File: config.mk
export PLATFORM = sky130hd
export DESIGN_NAME = clk_period_meter_flat
export DESIGN_NICKNAME = d
export VERILOG_FILES = /design/src/rtl/clk_period_meter_pkg.sv /design/src/rtl/clk_period_meter_if.sv /design/src/rtl/clk_period_meter_sync_edge_det.sv /design/src/rtl/clk_period_meter.sv /design/src/flat_wrapper.sv
export SDC_FILE = /design/constraint.sdc
export NUM_CORES = 1
export LEC_CHECK = 0
export CORE_MARGIN = 1.5
export CORE_UTILIZATION = 40
export CTS_CLUSTER_DIAMETER = 200
export DETAILED_ROUTE_END_ITERATION = 8
export DONT_BUFFER_PORTS = 1
export PLACE_DENSITY = 0.53
export RECOVER_POWER = 100
export SYNTH_ARGS = -nofsm -noshare
export SYNTH_HDL_FRONTEND = slang
export SYNTH_HIERARCHICAL = 1
export SYNTH_SLANG_ARGS = --single-unit
File: constraint.sdc
create_clock -name clk -period 10.6 [get_ports clk]
set_input_delay 2.12 -clock clk [delete_from_list [all_inputs] [get_ports clk]]
set_output_delay 2.12 -clock clk [all_outputs]
set_load 0.005 [all_outputs]
File: src/rtl/clk_period_meter_pkg.sv
// rtl/clk_period_meter_pkg.sv - shared constants and state type for the period meter
package clk_period_meter_pkg;

  localparam int DEF_CNT_W      = 32;
  // Nominal divider tick period; the meter accepts up to twice that before timing out.
  localparam int NOMINAL_PERIOD = 200000;
  localparam int DEF_TIMEOUT    = 2 * NOMINAL_PERIOD;

  typedef enum logic {
    IDLE,
    MEASURE
  } meter_state_e;

endpackage

File: src/rtl/clk_period_meter_if.sv
// rtl/clk_period_meter_if.sv - measured waveform input and measurement result bundle
interface clk_period_meter_if
  import clk_period_meter_pkg::*;
#(
  parameter int CNT_W = DEF_CNT_W
);

  logic             sig_in;
  logic [CNT_W-1:0] period_out;
  logic [CNT_W-1:0] high_out;
  logic             valid;
  logic             locked;
  logic             timeout;

  modport master (
    input  sig_in,
    output period_out,
    output high_out,
    output valid,
    output locked,
    output timeout
  );

  modport slave (
    output sig_in,
    input  period_out,
    input  high_out,
    input  valid,
    input  locked,
    input  timeout
  );

endinterface

File: src/rtl/clk_period_meter_sync_edge_det.sv
// rtl/clk_period_meter_sync_edge_det.sv - synchronizer chain plus history flop giving rise/fall strobes
module clk_period_meter_sync_edge_det #(
  parameter int SYNC_STAGES = 2
) (
  input  logic clk,
  input  logic rst,
  input  logic sig,
  output logic rise,
  output logic fall
);

  logic [SYNC_STAGES-1:0] sync_q;
  logic                   hist;

  always_ff @(posedge clk or posedge rst) begin
    if (rst) begin
      sync_q <= '0;
      hist   <= 1'b0;
    end else begin
      sync_q <= {sync_q[SYNC_STAGES-2:0], sig};
      hist   <= sync_q[SYNC_STAGES-1];
    end
  end

  // Both strobes come off the same flop pair, so rise and fall see identical latency.
  assign rise = sync_q[SYNC_STAGES-1] & ~hist;
  assign fall = ~sync_q[SYNC_STAGES-1] & hist;

endmodule

File: src/rtl/clk_period_meter.sv
// rtl/clk_period_meter.sv - measures period and high time of a slow square wave in clk cycles
module clk_period_meter
  import clk_period_meter_pkg::*;
#(
  parameter int CNT_W       = DEF_CNT_W,
  parameter int TIMEOUT     = DEF_TIMEOUT,
  parameter int SYNC_STAGES = 2
) (
  input  logic                clk,
  input  logic                rst,
  clk_period_meter_if.master  mif
);

  localparam logic [CNT_W-1:0] LAST_CNT = CNT_W'(TIMEOUT - 1);
  localparam logic [CNT_W-1:0] ONE      = CNT_W'(1);

  logic             rise;
  logic             fall;
  meter_state_e     state;
  logic [CNT_W-1:0] cnt;
  logic [CNT_W-1:0] high_reg;
  logic             high_seen;

  clk_period_meter_sync_edge_det #(
    .SYNC_STAGES(SYNC_STAGES)
  ) u_sync_edge_det (
    .clk  (clk),
    .rst  (rst),
    .sig  (mif.sig_in),
    .rise (rise),
    .fall (fall)
  );

  always_ff @(posedge clk or posedge rst) begin
    if (rst) begin
      state          <= IDLE;
      cnt            <= '0;
      high_reg       <= '0;
      high_seen      <= 1'b0;
      mif.period_out <= '0;
      mif.high_out   <= '0;
      mif.valid      <= 1'b0;
      mif.locked     <= 1'b0;
      mif.timeout    <= 1'b0;
    end else begin
      mif.valid <= 1'b0;
      case (state)
        IDLE: begin
          // The partial cycle before the first rise is never measured.
          cnt <= '0;
          if (rise) begin
            high_seen <= 1'b0;
            state     <= MEASURE;
          end
        end
        MEASURE: begin
          if (rise) begin
            mif.period_out <= cnt + ONE;
            mif.high_out   <= high_reg;
            mif.valid      <= 1'b1;
            mif.locked     <= 1'b1;
            mif.timeout    <= 1'b0;
            cnt            <= '0;
            high_seen      <= 1'b0;
          end else if (cnt == LAST_CNT) begin
            mif.timeout <= 1'b1;
            mif.locked  <= 1'b0;
            state       <= IDLE;
          end else begin
            cnt <= cnt + ONE;
            if (fall && !high_seen) begin
              high_reg  <= cnt + ONE;
              high_seen <= 1'b1;
            end
          end
        end
        default: state <= IDLE;
      endcase
    end
  end

endmodule

File: src/flat_wrapper.sv
// flat-port wrapper written by rule: the top's interface ports become plain ports
module clk_period_meter_flat import clk_period_meter_pkg::*;
#(
  parameter int CNT_W       = DEF_CNT_W,
  parameter int TIMEOUT     = DEF_TIMEOUT,
  parameter int SYNC_STAGES = 2
)
  (clk, rst, mif_sig_in, mif_period_out, mif_high_out, mif_valid, mif_locked, mif_timeout);
  clk_period_meter_if #(.CNT_W(CNT_W)) mif_i ();
  input  logic clk;
  input  logic rst;
  input wire logic [$bits(mif_i.sig_in)-1:0] mif_sig_in;
  output wire logic [$bits(mif_i.period_out)-1:0] mif_period_out;
  output wire logic [$bits(mif_i.high_out)-1:0] mif_high_out;
  output wire logic [$bits(mif_i.valid)-1:0] mif_valid;
  output wire logic [$bits(mif_i.locked)-1:0] mif_locked;
  output wire logic [$bits(mif_i.timeout)-1:0] mif_timeout;
  assign mif_i.sig_in = mif_sig_in;
  assign mif_period_out = mif_i.period_out;
  assign mif_high_out = mif_i.high_out;
  assign mif_valid = mif_i.valid;
  assign mif_locked = mif_i.locked;
  assign mif_timeout = mif_i.timeout;
  clk_period_meter #(.CNT_W(CNT_W), .TIMEOUT(TIMEOUT), .SYNC_STAGES(SYNC_STAGES)) u_core (.clk(clk), .rst(rst), .mif(mif_i));
endmodule
# Word-level counts from Yosys, hierarchy flattened
# Cells that the tools add are included.
# totals
romBits	0
word_cells	47
reg_bits	136
mem_bits_rw	0
n_memories	0
latchBits	0
input_bits	3
# classes
bitwise_logic	7
n_eq_ne	4
div	0
muxes	17
magnitude_cmp	0
add_sub_neg	1
shift	0
reduce_logical	7
n_mul	0
# ops
op	count
$mux 32	2
$pmux 32 s2	1
$add 32x1->32 const B	1
$eq 32x19->1 const B	1
$mux 1	12
$ne 3x2->1 const B	2
$not 1->1	5
$pmux 1 s2	2
$reduce_and 2->1	2
$reduce_and 4->1	1
$reduce_and 3->1	1
$and 1x1->1	2
$ne 2x1->1 const B	1
$reduce_bool 2->1	1
$logic_and 1x1->1	1
$logic_not 1->1	1

# Longest topological paths before layout
# Gate-level depths: netlist (run 1).
# depth
word_depth	7
mapped_depth	8
ltp_nobuf	6

# Hierarchy
# Netlist (run 1), hierarchy kept.
# by_module_without_submodules
module	area_each_um2	instances	cells_each
clk_period_meter	5332.6	1	465
clk_period_meter_sync_edge_det	93.8	1	6

# Least setup slack after synthesis (run 1)
# OpenSTA, ideal clock, no wires.
# synth_timing
path_type	reg-to-output
from	register u_core.mif.locked
to	output mif_locked
path_slack_ps	8118
arrival_time_ps	362
required_ps	8480
n_path_buf	0
path_stages_with_launch	1
path_cell_list	dfrtp_1
# synth_rtl
element	line	text
start, declared	clk_period_meter_if.sv:20	output locked,
start signal, assigned	clk_period_meter.sv:43	mif.locked <= 1'b0;
start signal, assigned	clk_period_meter.sv:61	mif.locked <= 1'b1;
start signal, assigned	clk_period_meter.sv:67	mif.locked <= 1'b0;
end, declared	flat_wrapper.sv:16	output wire logic [$bits(mif_i.locked)-1:0] mif_locked;
# No word-level cell between the ends.

==> results of run 1 <==
power by group through the flow:
stage          Clock [mW]  Sequential [mW]  Combinational, mW
5_1_grt             0.658            0.705              0.156
2_1_floorplan           0            0.678              0.120
6_report            0.618            0.690              0.133
4_1_cts             0.634            0.693              0.137
3_3_place_gp            0            0.697              0.131
3_5_place_dp            0            0.702              0.136
logic make-up (layout without fill, tap and decap cells):
family	Yosys count	after routing
xor gates and xnor gates	31	31
AOI/OAI and AO/OA	79	79
buffers and inverters	32	44
muxes	33	33
DFF	136	136
and+or+nand+nor	159	159
adders and majority gates	1	1
per-stage QoR:
step | power [mW] | hold slack (ps) | util [%] | instances
floorplan | 0.798 | 331 | - | 471
detailed placement | 0.837 | 336 | 41.7 | 627
global placement | 0.829 | 337 | 41.7 | 627
finish | 1.44 | 347 | 46.0 | 659
CTS | 1.46 | 348 | 46.4 | 659
global route | 1.52 | 359 | 46.0 | 659
layer usage:
metal  track usage, %  part of all wire, %
met3             5.65                  5.6
met5                0                    0
met1             21.9                   48
met2             24.2                   45
met4             7.22                  1.9
worst paths after layout:
check / cells after the start / from / slack [ps] / endpoint
max in group clk: 6 / u_core/cnt[0] / 6550 / u_core/high_reg[1]
max: 2 / rst / 6540 / u_core/mif.period_out[11]
min reg2reg: 0 / u_core/u_sync_edge_det/sync_q[0] / 350 / u_core/u_sync_edge_det/sync_q[1]
min in group asynchronous: 1 / rst / 1460 / u_core/u_sync_edge_det/hist
max reg2reg: 6 / u_core/cnt[0] / 6550 / u_core/high_reg[1]
min: 0 / u_core/u_sync_edge_det/sync_q[0] / 350 / u_core/u_sync_edge_det/sync_q[1]
cell usage in the layout (no fill, tap or decap), types with 10 or more instances in the layout:
| master | instances |
|---|---|
| clkbuf_16 | 17 |
| a21oi_1 | 32 |
| o21ai_0 | 44 |
| xor2_1 | 21 |
| nand4_1 | 12 |
| mux2_2 | 31 |
| xnor2_1 | 10 |
| dfrtp_1 | 136 |
| nor2_1 | 60 |
| nand2_1 | 44 |
| nand3_1 | 15 |
final cells by class:
class	count	area, um2
well taps	176	220
inverters	10	38.8
multi-input cells	303	1800
fillers	1267	7150
clock inverters	9	145
flip-flops and latches	136	3400
clock buffers	23	478
repair buffers	2	11.3
==> metrics, run 1 <==
Clock transition at path regs 50 ps; layout cell share with drive strength beyond 1 around 14%; Seq/Total Area, Yosys 62.7%; area leader, netlist dfrtp_1; vias in the first global route 3469; Vias about 3300; clk_skew 7.99 ps; Compound-Gate Fraction of Synth Area 7.61%; worst vdd ir 0.000159 V; failing checks max-capacitance violations, max-slew violations; CTS Buffer Depth 2; die area 14300 um2; Tmin final a little over 4000 ps; Initial Utilization 41.0%; FF+latch count, synth around 140; synth warn 6; Period Utilization, post-route a little under two fifths; setup bufs post-CTS 0; max cap viols 3; row count 42; GPL Wtd Cong about 0.81; syn_nets between 400 and 500; H-tree levels 4; clk root buf clkbuf_16; Synth cell types 38; nets 474; NetSw 0.341 mW; critical path class input port to async pin; final instance area 6100 um2; Post-route DRC 0; switching share of power around a quarter; total gr overflow 0; Hold Fails Final Rpt 0; cell with the most instances after synthesis dfrtp_1; Post-synth ARST share 100%; placed cell areas 5520 um2; DRT antenna net count 0; status finished with violations; post-DP HPWL 6660 um; Clock power frac 42.9%; Cell Int Power 1.10 mW; RSZ-0062 raised after global routing no; multiplexer area fraction after synthesis just under 7%; worst slew pin tran approximately 3000 ps; PostCTS Resize Cnt 0; core footprint 13200 um2; required time of the critical path ~11000 ps; DRT Pass-1 Iters 4; CP Capture Type async pin; Worst-Skew Late Latency between 400 and 500 ps; Slowest cell on crit path clkinvlp_2; share of the synthesized area in the top cell type between 60 and 70%; Final WS setup 6540 ps; Synth area leaders dfrtp_1, mux2_2, nor2_1; critical-path cell list clkinvlp_2, buf_4; crit-path leading delay family buffers and inverters; Synth Area in Adders 0.231%; Detailed Route Iter0 Violations 200; endpoints failing setup 0; Worst setup SP type input port; CTS tree built; clock sink total 136; Syn Area/Cell between 10 and 15 um2; Synth Area in XOR/XNOR 5.00%; Comb power frac 9.2%; Post-synth EDFFs 0; Post-Syn Area 5430 um2; initial antenna violation count 0; Synth Area in Simple Gates 14.0%; IO Count 70; HP Class flop to flop; PwrDens 236 nW/um2; CTS buffer count 17; final wirelength 10600 um; Horiz. Die Dim 119 um; area delta synth->final 12.4%; Max Slew Vio Count 202; Worst Path Arrival 4430 ps; slowest stage delay, CP 1240 ps; worst path bufs/invs 2; cts hold-fix bufs 0; cell leakage power 2.72 nW; Cells after Synth about 470; post-place setup slack a little over 7000 ps; Post-synth top cells dfrtp_1, nor2_1, nand2_1, o21ai_0; vias per inst 5.04; largest net degree at the start of global routing 99; prevailing post-synth register cell dfrtp_1; critical-path maximum fanout 82; Rel. slew slack -106%; largest family of logic cells by synthesized area simple AND/OR/NAND/NOR gates; Die Y 119 um; sequential share of power between 40% and 50%; All-Layer GR Usage 16.4%; setup TNS 0 ps; IO Port Bufs 0; drt wl/cell between 15 and 20 um; FMAX between 200 and 250 MHz; first-pass GRT wire length around 18000 um; ANT cells 0
Power figures use the tool's default switching activity.
==> run 2, diff against run 1 <==
Clock period 10.6 ns to 4.12 ns, I/O delays scaled along.
==> run 2 against run 1 <==
Net effect: the flow still finishes with violations (max-capacitance violations, max-slew violations); sequential cell count unchanged; largest power group unchanged; register-to-register slack got worse by 5700 ps; clock skew increased by 9.4 ps; sequential power increased to 2.6 times the previous value; design area about the same; final cell count unchanged; largest cell class unchanged; critical path type is now flop to flop.
==> metrics, run 2 (synthesis gave the netlist of run 1 again) <==
CTS tree built; DRT antenna net count 0 (unchanged); vias per inst 5.05 (about the same); post-place setup slack 1170 ps (-5880 ps); setup TNS 0 ps (unchanged); max cap viols 2 (-1); Clock transition at path regs 60 ps (about the same); drt wl/cell 16.0 um (-0.63%); DRT Pass-1 Iters 5 (+1); Hold Fails Final Rpt 0 (unchanged); endpoints failing setup 0 (unchanged); Worst Path Arrival 3540 ps (-890 ps); Detailed Route Iter0 Violations 164 (-18%); die area 14300 um2 (unchanged); worst vdd ir 0.000264 V (+66%); cts hold-fix bufs 0 (unchanged); setup bufs post-CTS 0 (unchanged); CTS Buffer Depth 2 (unchanged); Rel. slew slack -19.1% (+86 points); Finished Layout Cells 659 (unchanged); placed cell areas 5540 um2 (+0.34%); Worst-Skew Late Latency 430 ps (+20 ps); Fillers 1269 (+0.16%); area delta synth->final 12.4% (about the same); vias in the first global route 3389 (-2.3%); final wirelength 10500 um (-0.63%); Die Y 119 um (unchanged); row count 42 (unchanged); largest net degree at the start of global routing 99 (unchanged); cell leakage power 2.71 nW (-0.36%); H-tree levels 4 (unchanged); commonest non-fill, non-tap cell in the layout dfrtp_1; core footprint 13200 um2 (unchanged); Worst setup SP type flop; initial antenna violation count 0 (unchanged); Post-route DRC 0 (unchanged); Tmin final 3300 ps; first-pass GRT wire length 17600 um (-3.9%); GPL Wtd Cong 0.824 (+2.1%); clk root buf clkbuf_16; Initial Utilization 41.0% (unchanged); CP Capture Type flop; final instance area 6100 um2 (about the same); RSZ-0062 raised after global routing no; HP Class input port to async pin; Final WS setup 825 ps (-5720 ps); status finished with violations; PwrDens 599 nW/um2 (+150%); IO Port Bufs 0 (unchanged); highest-count cells in the layout ignoring fill and taps dfrtp_1, nor2_1, o21ai_0; post-DP HPWL 6640 um (-0.39%); CTS buffer count 17 (unchanged); All-Layer GR Usage 16.1% (-0.27 points); IO Count 70 (unchanged); critical-path maximum fanout 31 (-62%); DP Cell Count 628 (+0.16%); total gr overflow 0 (unchanged); critical path class flop to flop; clock sink total 136 (unchanged); worst slew pin tran 1780 ps (-1310 ps); layout cell share with drive strength beyond 1 14.3% (+0.21 points); ANT cells 0 (unchanged); Vias 3325 (+0.060%); FMAX 303 MHz; final core area utilization 46.1% (about the same); PostCTS Resize Cnt 0 (unchanged); required time of the critical path 4370 ps (-6600 ps); Period Utilization, post-route 80.0%; Horiz. Die Dim 119 um (unchanged); clk_skew 17.4 ps (+9.38 ps); failing checks max-capacitance violations, max-slew violations; Max Slew Vio Count 140 (-31%); nets 475 (+0.21%)
==> run 2: changes by cell type in the layout (fill, tap and decap cells not counted), sizes merged <==
cell      delta
bufinv       -1
clkbuf       +1
clkinv       -2
clkinvlp     +2
==> run 2: final timing paths <==
check,from,to,slack [ps],cells past startpoint
max,u_core/cnt[0],u_core/cnt[5],820,6
min,rst,u_core/u_sync_edge_det/sync_q[0],160,1
max reg2reg,u_core/cnt[0],u_core/cnt[5],820,6
min reg2reg,u_core/u_sync_edge_det/sync_q[0],u_core/u_sync_edge_det/sync_q[1],350,0
max in group asynchronous,rst,u_core/cnt[23],1510,2
min in group clk,u_core/u_sync_edge_det/sync_q[0],u_core/u_sync_edge_det/sync_q[1],350,0
==> run 2: layer usage <==
layer	vias to the layer above	routed length (um)	GRT usage, %
met5	-	0	0
met4	0	129	7.74
met3	11	608	5.70
met2	78	4750	22.7
met1	1642	5020	22.2
li1	1594	-	-
==> run 2: layout make-up <==
| cell class | count | area (um2) | share of cell area (%) |
|---|---|---|---|
| flip-flops and latches | 136 | 3400 | 55.8 |
| multi-input cells | 303 | 1810 | 29.7 |
| clock buffers | 23 | 478 | 7.84 |
| well taps | 176 | 220 | 3.61 |
| clock inverters | 8 | 120 | 1.97 |
| inverters | 10 | 38.8 | 0.636 |
| repair buffers | 3 | 28.8 | 0.472 |
==> run 2: power breakdown <==
part	total, mW	internal (mW)	leakage (nW)	switching (mW)
logic	0.345	0.175	0.682	0.170
clock network	1.54	0.992	0.289	0.551
registers	1.77	1.60	1.74	0.170
total	3.66	2.77	2.71	0.890
==> run 2: per-stage QoR <==
stage / total power [mW] / hold WS (ps)
after floorplan: 2.05 / 331
after global placement: 2.13 / 336
after detailed placement: 2.15 / 336
after CTS: 3.72 / 146
after global routing: 3.84 / 144
final: 3.66 / 162
==> run 2: critical path: stages (launching register included) <==
cell	delay [ps]
dfrtp_1	440
ha_1	220
nand3_1	220
nor2_1	660
and4_1	420
nand2b_1	910
o21ai_0	240
==> run 3, diff against run 2 <==
Settings changed: PLACE_DENSITY 0.53 to 0.55.
Clock period 4.12 ns to 2.69 ns, I/O delays scaled along.
==> run 3 against run 2 <==
Net effect: the run still ends with max-capacitance violations, max-slew violations left; register-to-register slack got worse by 460 ps; die area stayed put; first-iteration DRC count grew 9.8%; critical endpoint is now u_core/cnt[3]; largest power group unchanged.
==> metrics, run 3 (synthesis gave the netlist of run 1 again) <==
Final WS setup 362 ps (-463 ps); post-place setup slack 316 ps (-854 ps); PwrDens 892 nW/um2 (+49%); reg-to-reg startpoint u_core/cnt[15]; worst vdd ir 0.000396 V (+50%); failing checks max-capacitance violations, max-slew violations; vias in the first global route 3462 (+2.2%); Clock transition at path regs 60 ps (about the same); Clock power frac 40.9% (-1.3 points); All-Layer GR Usage 16.3% (+0.20 points); Storage cell area 3400 um2 (unchanged); worst slew pin tran 1600 ps (-177 ps); cell leakage power 2.71 nW (+0.12%); Worst Path Arrival 2600 ps (-940 ps); GPL Wtd Cong 0.821 (-0.41%); Max Slew Vio Count 35 (-75%); Worst-Skew Late Latency 420 ps (about the same); post-DP HPWL 6910 um (+4.1%); initial antenna violation count 0 (unchanged); Cell Int Power 4.12 mW (+49%); total power 5.50 mW (+50%); Rel. slew slack -7.22% (+12 points); ANT cells 0 (unchanged); NetSw 1.38 mW (+55%); largest net degree at the start of global routing 60 (-39%); total gr overflow 0 (unchanged); highest-count cells in the layout ignoring fill and taps dfrtp_1, nor2_1, o21ai_0; DRT Pass-1 Iters 4 (-1); FMAX 430 MHz (+42%); RSZ-0062 raised after global routing no; IO Port Bufs 0 (unchanged); Detailed Route Iter0 Violations 180 (+9.8%); CTS buffer count 17 (unchanged); CTS Buffer Depth 2 (unchanged); R2R Path End u_core/cnt[3]; area of the multi-input gates 1830 um2 (+1.3%); nets 480 (+1.1%); clk root buf clkbuf_16; worst min-delay path startpoint mif_sig_in; HP Class input port to flop; r2r worst-path depth 5 (-1); vias per inst 5.08 (+0.77%); layout cell share with drive strength beyond 1 15.8% (+1.5 points); critical path class flop to flop; endpoints failing setup 0 (unchanged); setup TNS 0 ps (unchanged); CTS tree built; Horiz. Die Dim 119 um (unchanged); Hold Fails Final Rpt 0 (unchanged); placed cell areas 5610 um2 (+1.2%); flop2flop setup slack 360 ps (-460 ps); Comb power frac 9.7% (+0.3 points); Worst Hold Depth 0; commonest non-fill, non-tap cell in the layout dfrtp_1; final wirelength 10500 um (-0.13%); sequential share of power 49.3% (+0.9 points); critical-path maximum fanout 31 (unchanged); switching share of power 25.1% (+0.73 points); IO Count 70 (unchanged); Initial Utilization 41.0% (unchanged); clock sink total 136 (unchanged); Fillers 1247 (-1.7%); core footprint 13200 um2 (unchanged); final core area utilization 46.6% (+0.49 points); drt wl/cell 15.8 um (-0.89%); required time of the critical path 2960 ps (-1410 ps); Hold EP u_core/u_sync_edge_det/sync_q[0]; area delta synth->final 13.6%; DRT antenna net count 0 (unchanged); clk_skew 9.90 ps (-7.48 ps); first-pass GRT wire length 18100 um (+2.8%); row count 42 (unchanged); Worst setup SP type flop; Period Utilization, post-route 86.6% (+6.6 points); max cap viols 1 (-1); final instance area 6160 um2 (+1.1%); CP Capture Type flop; Tmin final 2330 ps (-967 ps); status finished with violations; Post-route DRC 0 (unchanged); die area 14300 um2 (unchanged); Vias 3376 (+1.5%); Die Y 119 um (unchanged); H-tree levels 4 (unchanged)
run 3: layout make-up:
cell class | instances | share of cell area [%]
clock inverter | 12 | 2.07
multi-input combinational | 303 | 29.8
clock buffer | 19 | 7.35
tap | 176 | 3.57
timing repair buffer | 8 | 1.42
sequential | 136 | 55.2
inverter | 10 | 0.629
run 3: worst max-delay path, cell delays in order (launching register included):
cell      delay [ps]
dfrtp_1          430
nor4_1           380
and4_1           310
and4_1           320
nand2b_2         550
o21ai_0          190
run 3: worst max-delay path by stage:
| stage | end | slack, ps | from | cells past startpoint |
|---|---|---|---|---|
| after floorplan | u_core/cnt[0] | 500 | rst | 1 |
| after global placement | u_core/cnt[11] | 430 | u_core/cnt[15] | 5 |
| after detailed placement | u_core/cnt[9] | 320 | u_core/cnt[15] | 5 |
| after CTS | u_core/cnt[3] | 300 | u_core/cnt[15] | 5 |
| after global routing | u_core/mif.period_out[11] | 80 | rst | 2 |
| final | u_core/cnt[3] | 360 | u_core/cnt[15] | 5 |
run 3: timing repair:
action	4_1_cts	5_1_grt
gates resized for setup	0	0
endpoints found under the hold margin	3	0
buffers inserted	0	0
hold buffers	1	0
run 3: metrics by stage:
| step | hold slack, ps | instances |
|---|---|---|
| 6_report | 146 | 664 |
| 5_1_grt | 117 | 664 |
| 4_1_cts | 127 | 664 |
| 3_5_place_dp | 307 | 632 |
| 3_3_place_gp | 303 | 632 |
| 2_1_floorplan | 292 | 471 |
run 3: metal layers:
metal / GRT usage, % / up-vias / share of wire (%)
met1: 21.6 / 1672 / 47
met5: 0 / - / 0
met2: 23.7 / 79 / 45
li1: - / 1610 / -
met3: 7.14 / 15 / 6.9
met4: 6.32 / 0 / 1.3
run 3: power groups by stage:
stage	Clock, mW	Combinational, mW	Sequential, mW
2_1_floorplan	0	0.473	2.67
3_3_place_gp	0	0.535	2.75
3_5_place_dp	0	0.553	2.76
4_1_cts	2.32	0.561	2.73
5_1_grt	2.42	0.619	2.78
6_report	2.25	0.535	2.71
